**src/rtl/id_branch_hazard_ctrl_pkg.sv**
```systemverilog
// Shared ID-stage hazard definitions: RV32 opcodes, operand-use decode,
// and stall FSM state encodings.
package id_branch_hazard_ctrl_pkg;

   localparam logic [6:0] OPC_LOAD   = 7'b0000011;
   localparam logic [6:0] OPC_OP_IMM = 7'b0010011;
   localparam logic [6:0] OPC_STORE  = 7'b0100011;
   localparam logic [6:0] OPC_OP     = 7'b0110011;
   localparam logic [6:0] OPC_LUI    = 7'b0110111;
   localparam logic [6:0] OPC_BRANCH = 7'b1100011;
   localparam logic [6:0] OPC_JALR   = 7'b1100111;
   localparam logic [6:0] OPC_JAL    = 7'b1101111;

   localparam logic [0:0] ST_IDLE  = 1'b0;
   localparam logic [0:0] ST_STALL = 1'b1;

   function automatic logic uses_rs1(input logic [6:0] opc);
      unique case (opc)
         OPC_BRANCH, OPC_LOAD, OPC_STORE,
         OPC_OP, OPC_OP_IMM, OPC_JALR: uses_rs1 = 1'b1;
         default:                      uses_rs1 = 1'b0;
      endcase
   endfunction

   function automatic logic uses_rs2(input logic [6:0] opc);
      unique case (opc)
         OPC_BRANCH, OPC_STORE, OPC_OP: uses_rs2 = 1'b1;
         default:                       uses_rs2 = 1'b0;
      endcase
   endfunction

endpackage

```
**src/rtl/id_branch_hazard_ctrl_sat_counter.sv**
```systemverilog
// Saturating event counter: counts inc cycles, sticks at all-ones.
module sat_counter #(
   parameter int CNT_W = 32
) (
   input  logic             clk,
   input  logic             rst,
   input  logic             inc,
   output logic [CNT_W-1:0] count
);

   always_ff @(posedge clk or posedge rst) begin
      if (rst) begin
         count <= '0;
      end else if (inc && (count != '1)) begin
         count <= count + CNT_W'(1);
      end
   end

endmodule

```
**src/rtl/id_branch_hazard_ctrl.sv**
```systemverilog
// ID-stage hazard controller: stalls when MEM/WB forwarding cannot supply
// an operand, flushes IF/ID on taken branches, counts both events.
module id_branch_hazard_ctrl
   import id_branch_hazard_ctrl_pkg::*;
#(
   parameter int CNT_W = 32
) (
   input  logic             clk,
   input  logic             rst,
   input  logic [6:0]       ID_Opcode,
   input  logic [4:0]       ID_rs1,
   input  logic [4:0]       ID_rs2,
   input  logic [4:0]       EX_rd,
   input  logic             EX_RegWrite,
   input  logic             EX_WBSrc,
   input  logic [4:0]       MEM_rd,
   input  logic             MEM_RegWrite,
   input  logic             MEM_WBSrc,
   input  logic             ID_BranchTaken,
   output logic             PCWrite,
   output logic             IFID_Write,
   output logic             IDEX_Bubble,
   output logic             IFID_Flush,
   output logic [CNT_W-1:0] stall_cycles,
   output logic [CNT_W-1:0] branch_flushes
);

   logic [0:0] state, state_nxt;
   logic [1:0] cnt, cnt_nxt;
   logic       is_br, use1, use2;
   logic       ex_hit, mem_hit;
   logic       need1, need2;
   logic       stall, stall_out;

   always_comb begin
      is_br   = (ID_Opcode == OPC_BRANCH);
      use1    = uses_rs1(ID_Opcode);
      use2    = uses_rs2(ID_Opcode);
      ex_hit  = EX_RegWrite && (EX_rd != 5'd0) &&
                ((use1 && (ID_rs1 == EX_rd)) ||
                 (use2 && (ID_rs2 == EX_rd)));
      mem_hit = MEM_RegWrite && (MEM_rd != 5'd0) &&
                ((use1 && (ID_rs1 == MEM_rd)) ||
                 (use2 && (ID_rs2 == MEM_rd)));
      // A branch behind an EX load needs the load through MEM first.
      need2   = is_br && ex_hit && EX_WBSrc;
      need1   = (is_br && ex_hit) ||
                (is_br && mem_hit && MEM_WBSrc) ||
                (!is_br && ex_hit && EX_WBSrc);
   end

   assign stall = (state == ST_STALL) || need1 || need2;

   always_comb begin
      state_nxt = state;
      cnt_nxt   = cnt;
      if (state == ST_IDLE) begin
         if (need2) begin
            state_nxt = ST_STALL;
            cnt_nxt   = 2'd1;
         end
      end else begin
         cnt_nxt = cnt - 2'd1;
         if (cnt_nxt == 2'd0) begin
            state_nxt = ST_IDLE;
         end
      end
   end

   always_ff @(posedge clk or posedge rst) begin
      if (rst) begin
         state <= ST_IDLE;
         cnt   <= 2'd0;
      end else begin
         state <= state_nxt;
         cnt   <= cnt_nxt;
      end
   end

   // Reset forces the pipeline-free values regardless of FSM state.
   assign stall_out   = stall && !rst;
   assign PCWrite     = !stall_out;
   assign IFID_Write  = !stall_out;
   assign IDEX_Bubble = stall_out;
   assign IFID_Flush  = !rst && is_br && ID_BranchTaken && !stall;

   sat_counter #(.CNT_W(CNT_W)) u_stall_cnt (
      .clk   (clk),
      .rst   (rst),
      .inc   (stall_out),
      .count (stall_cycles)
   );

   sat_counter #(.CNT_W(CNT_W)) u_flush_cnt (
      .clk   (clk),
      .rst   (rst),
      .inc   (IFID_Flush),
      .count (branch_flushes)
   );

endmodule

```
**config.mk**
```make
export PLATFORM = sky130hd
export DESIGN_NAME = id_branch_hazard_ctrl
export DESIGN_NICKNAME = d
export VERILOG_FILES = /design/src/rtl/id_branch_hazard_ctrl_pkg.sv /design/src/rtl/id_branch_hazard_ctrl_sat_counter.sv /design/src/rtl/id_branch_hazard_ctrl.sv
export SDC_FILE = /design/constraint.sdc
export NUM_CORES = 1
export LEC_CHECK = 0
export CAP_MARGIN = 5
export CORE_MARGIN = 2
export CORE_UTILIZATION = 48
export DETAILED_ROUTE_END_ITERATION = 7
export PLACE_DENSITY_LB_ADDON = 0.2
export RECOVER_POWER = 25
export SKIP_LAST_GASP = 1
export SYNTH_ARGS = -nofsm -noshare
export SYNTH_HDL_FRONTEND = slang
export SYNTH_SLANG_ARGS = --single-unit
export TNS_END_PERCENT = 30
```
**constraint.sdc**
```tcl
create_clock -name clk -period 3.23 [get_ports clk]
set_input_delay 0.4845 -clock clk [delete_from_list [all_inputs] [get_ports clk]]
set_output_delay 0.4845 -clock clk [all_outputs]
set_load 0.05 [all_outputs]
```
* Word-level counts from Yosys, hierarchy flattened
Cells that the tools add are included.
Storage, ports and cells: bits in registers 67, output and inout bits 68, bits of input ports 34
Operators by class: add/sub/neg operators 3, reduce and logical (&&, ||, !) cells 36, equality and inequality tests 12, muxes and demuxes 7
Operator list (count):
- 32-bit by 1-bit adder with 32-bit output, second input constant | 2
- 32-bit != test, second input constant | 2
- 5-bit equality test | 4
- 1-bit logical AND | 20
- 7-bit by 6-bit equality test with 1-bit output, second input constant | 2
- 7-bit equality test, second input constant | 2
- 5-bit nonzero test | 2
- 7-bit by 2-bit equality test with 1-bit output, second input constant | 1
- 7-bit by 5-bit equality test with 1-bit output, second input constant | 1
- 1-bit logical OR | 6
- 6-bit OR reduction | 1
- 1-bit 2-to-1 mux | 5
- 1-bit zero test | 4
- 2-bit 2-to-1 mux | 2
- 3-bit OR reduction | 1
- 2-bit zero test | 1
- 2-bit nonzero test | 1
- 2-bit by 1-bit subtractor with 2-bit output, second input constant | 1

* Logic depth before layout (Yosys ltp)
depth after elaboration 15, depth in mapped cells 9

* Cells and area by module
A second synthesis with hierarchy kept.
Unflattened totals: cells, all modules 343, area, all modules 3671.0 um^2
By module, submodules not included:
- sat_counter | seq. area each 800.8 um^2, times used 2, cells each 139, area an instance 1561.5 um^2
- id_branch_hazard_ctrl | seq. area each 75.1 um^2, times used 1, cells each 65, area an instance 548.0 um^2

* Worst setup path after synthesis
OpenSTA, ideal clock, no wires.
path type input -> output, from input port rst, to output port IFID_Flush, path buffers 0, data required time 2745 ps, setup slack 47 ps, stages on the path 3, arrival time 2699 ps, cell sequence inv_1 and3_1 and3_1
Between the ends: word-level cells in the longest chain between the ends 4
Ends and longest elaborated chain:
- start, declared | line id_branch_hazard_ctrl.sv:9 | input logic rst,
- 1-bit zero test (no line)
- 1-bit logical AND (3 in series) | line id_branch_hazard_ctrl.sv:85 | assign IFID_Flush = !rst && is_br && ID_BranchTaken && !stall;
- end, declared | line id_branch_hazard_ctrl.sv:23 | output logic IFID_Flush,
Every way passes these cells.

* Worst setup path in the final report
from input port MEM_rd[0], to output port IDEX_Bubble
Between the ends: word-level cells in the longest chain between the ends 11, elaborated cells on any way between the ends 15, classes of those cells eq/ne (2); reduce/logical (13)
Ends and longest elaborated chain:
- start, declared | line id_branch_hazard_ctrl.sv:16 | input logic [4:0] MEM_rd,
- 5-bit equality test (on tied branches) | line id_branch_hazard_ctrl.sv:43, id_branch_hazard_ctrl.sv:44
- 1-bit logical AND (on tied branches) | line id_branch_hazard_ctrl.sv:43, id_branch_hazard_ctrl.sv:44
- 1-bit logical OR | line id_branch_hazard_ctrl.sv:43 | ((use1 && (ID_rs1 == MEM_rd)) ||
- 1-bit logical AND (*) | line id_branch_hazard_ctrl.sv:42 | mem_hit = MEM_RegWrite && (MEM_rd != 5'd0) &&
- 1-bit logical AND (*) (2 in series) | line id_branch_hazard_ctrl.sv:48 | (is_br && mem_hit && MEM_WBSrc) ||
- 1-bit logical OR (*) | line id_branch_hazard_ctrl.sv:47 | need1 = (is_br && ex_hit) ||
- 1-bit logical OR (*) | line id_branch_hazard_ctrl.sv:48
- 1-bit logical OR (*) (2 in series) | line id_branch_hazard_ctrl.sv:52 | assign stall = (state == ST_STALL) || need1 || need2;
- 1-bit logical AND (*) | line id_branch_hazard_ctrl.sv:81 | assign stall_out = stall && !rst;
- end, declared | line id_branch_hazard_ctrl.sv:22 | output logic IDEX_Bubble,
Mark *: on every way between the ends. The rest lies on a longest branch, timed or not.

==> metrics.md <==
| Metric | Value |
|---|---|
| Die width | 89.6 um |
| Worst R2R Setup Slack | 710 ps |
| Async S/R FF share, synth | 1.00 |
| Hold_buf cts | 0 |
| Peak supply drop | 0.214 mV |
| Setup CP Type | in2out |
| Clock Skews | 10.6 ps |
| Fin area | 0.00485 mm2 |
| Max Freq | 337 MHz |
| DRC Markers | 0 |
| Reg2reg end | u_stall_cnt.count[1] |
| Number of synthesized register bits | 67 |
| Hold path startpoint | cnt[0] |
| # clock sinks | 67 |
| Max-cap violations | 1 |
| Post-synthesis net count | 374 |
| CTS max path bufs | 2 |
| Path type of the worst min-delay path | reg2reg |
| Slew @ Worst Pin | 1610 ps |
| Syn Area/Cell | between 10 and 15 um2 |
| Post-CTS Repair Setup Buffers | 0 |
| Arr. time, crit path | 2480 ps |
| WHS Endpoint | cnt[0] |
| Synth cell types | 35 |
| Unrepaired setup endpoints after global routing | no |
| GR Util All Layers | 0.209 |
| IO Pins | 102 |
| Crit end category | output port |
| Post-synth EDFFs | 0 |
| H-tree levels | 3 |
| Largest net degree at the start of global routing | 68 |
| Relative slew slack | -0.0738 |
| Status | complete, but fails checks |
| Crit share post-route | 0.918 |
| Core area | 0.00718 mm2 |
| Share of the synthesized area in the top cell type | 0.476 |
| Fin. Hold Viols | 0 |
| WP buf/inv | 3 |
| Vias in the first global route | roughly 2700 |
| DR WL/cell | 14.9 um |
| Mapped Cells | approximately 340 |
| RD Place Congestion | 0.838 |
| Cell breakdown of the critical path | clkdlybuf4s50_1 > or3_1 > o311a_1 > a31oi_1 > a21oi_2 > buf_4 > buf_12 |
| Num CTS Buffers | 9 |
| Clk_lat worst skew | 350 ps |
| Crit Reg-Reg Startpoint | u_stall_cnt.count[8] |
| Initial Util | 0.491 |
| Critical Path Start Type | input pin |
| Vias | 2905 |
| Setup violators final | 0 |
| Die Y | 89.6 um |
| Initial antenna violation count | 0 |
| Post-route ant nets | 0 |
| Synth Cell Area | 0.00352 mm2 |
| Vias/cell | between 5 and 6 |
| Layout cells sized above 1 | 0.0673 |
| Seq/Total Area, Yosys | 0.476 |
| Layout fillers | about 580 |
| Slew Limit Fails | 68 |
| Clk slew on worst S/H paths | about 70 ps |
| Most frequent cell after synthesis | xnor2_1 |
| Top_reg_cell synth | dfrtp_1 |
| Worst Path Required | 2750 ps |
| Area Growth Syn to Fin | 37.6% |
| Pwr/cell area | 326 mW/mm2 |
| Post_cts resized | 0 |
| Tmin final | 2970 ps |
| Top post-synthesis cells by count | xnor2_1 (81), dfrtp_1 (67), nand3_1 (34), nand4_1 (34), and3_1 (28) |
| CTS tree | yes |
| Final #Nets | 478 |
| Critical path fanouts, max | 16 |
| Post-DP HPWL | 5.92 mm |
| Initial DRC count | between 150 and 200 |
| First-pass GRT wire length | 12.9 mm |
| YS warnings | 0 |
| Diodes inserted | 0 |
| Synth top area cells | dfrtp_1 (48%), xnor2_1 (20%), nand4_1 (6.0%) |
| Setup TNS | 0 ps |
| Cell family with most CP delay | buffers and inverters |
| CTS root buf | clkbuf_8 |
| Final hold slack | 484 ps |
| Failing checks | capacitance limit, slew limit |
| Yosys top cell by area | dfrtp_1 |
| Final WL | 8.11 mm |
| Die footprint | 0.00804 mm2 |
| Area post-placement | 0.00467 mm2 |
| Pre-antenna DRT Iters | 4 |
| Hold path cells | 1 |
| Leak | 1.99 nW |
| R2R depth | 6 |
| Row count | 31 |
| Max incr delay on CP | 470 ps |
| Total gr overflow | 0 |
| PortBufs | 101 |
| Crit-path slowest cell | clkdlybuf4s50_1 |
## final cells by class
| class | count | area [um2] | area share |
|---|---|---|---|
| Sequential cell | 67 | 1680 | 0.346 |
| Multi-Input combinational cell | 250 | 1750 | 0.361 |
| Inverter | 6 | 22.5 | 0.00465 |
| Clock buffer | 10 | 138 | 0.0284 |
| Clock inverter | 6 | 41.3 | 0.00852 |
| Tap cell | 99 | 124 | 0.0256 |
| Timing Repair Buffer | 107 | 1090 | 0.226 |
## layout by cell type (no fill, tap or decap), types with 2 or more instances in the layout
cell type,n
buf_4,5
a21oi_1,2
clkinv_2,2
inv_1,5
buf_12,4
clkinvlp_4,3
o22ai_1,2
and4_1,12
nand3b_1,2
ha_1,3
or3_1,2
clkdlybuf4s50_1,96
nand3_1,34
nor3_1,2
mux2_2,2
and3_1,28
xnor2_1,81
nand2_1,14
and2_1,8
nand4_1,34
clkbuf_8,10
dfrtp_1,67
nor2_1,9
## where the power goes
group | internal, mW | total [mW] | switching [mW]
clock | 0.297 | 0.625 | 0.328
combinational | 0.0605 | 0.113 | 0.0528
sequential | 0.840 | 0.843 | 0.00220
total | 1.20 | 1.58 | 0.383
## worst max path at each step
stage | from | to | slack (ps) | depth (start not counted)
4_1_cts | MEM_rd[0] | IDEX_Bubble | 250 | 7
3_5_place_dp | MEM_rd[0] | IDEX_Bubble | 260 | 7
2_1_floorplan | rst | IFID_Flush | 50 | 3
6_report | MEM_rd[0] | IDEX_Bubble | 260 | 7
3_3_place_gp | EX_rd[4] | u_stall_cnt.count[31] | 320 | 10
5_1_grt | MEM_rd[0] | IDEX_Bubble | 200 | 7
## routing by layer
layer	track usage	vias to the layer above	wire, um
met2	0.324	91	3850
met4	0.0855	0	187
met5	0	-	0
met3	0.0411	14	444
met1	0.288	1391	3620
li1	-	1409	-
## stage by stage
step,std cells,util,power (mW),setup WS [ps]
finish,545,0.675,1.58,264
floorplan,337,-,0.910,46.7
detailed placement,529,0.651,0.975,258
CTS,545,0.676,1.60,255
global route,545,0.675,1.64,198
global placement,529,0.651,0.972,321
## registers in the layout, summed over array words and instances, names as in the netlist
| name | cells |
|---|---|
| u_flush_cnt.count | 32 |
| state | 1 |
| cnt | 2 |
| u_stall_cnt.count | 32 |
## logic make-up after synthesis
kind of cell / Yosys count / share of synthesized area
AOI/OAI and AO/OA: 12 / 0.0238
xor gates and xnor gates: 82 / 0.204
adders and majority gates: 3 / 0.0107
buffers and inverters: 20 / 0.0277
DFF: 67 / 0.476
muxes: 3 / 0.00924
and+or+nand+nor: 150 / 0.248
(Power assumes the default switching activity.)
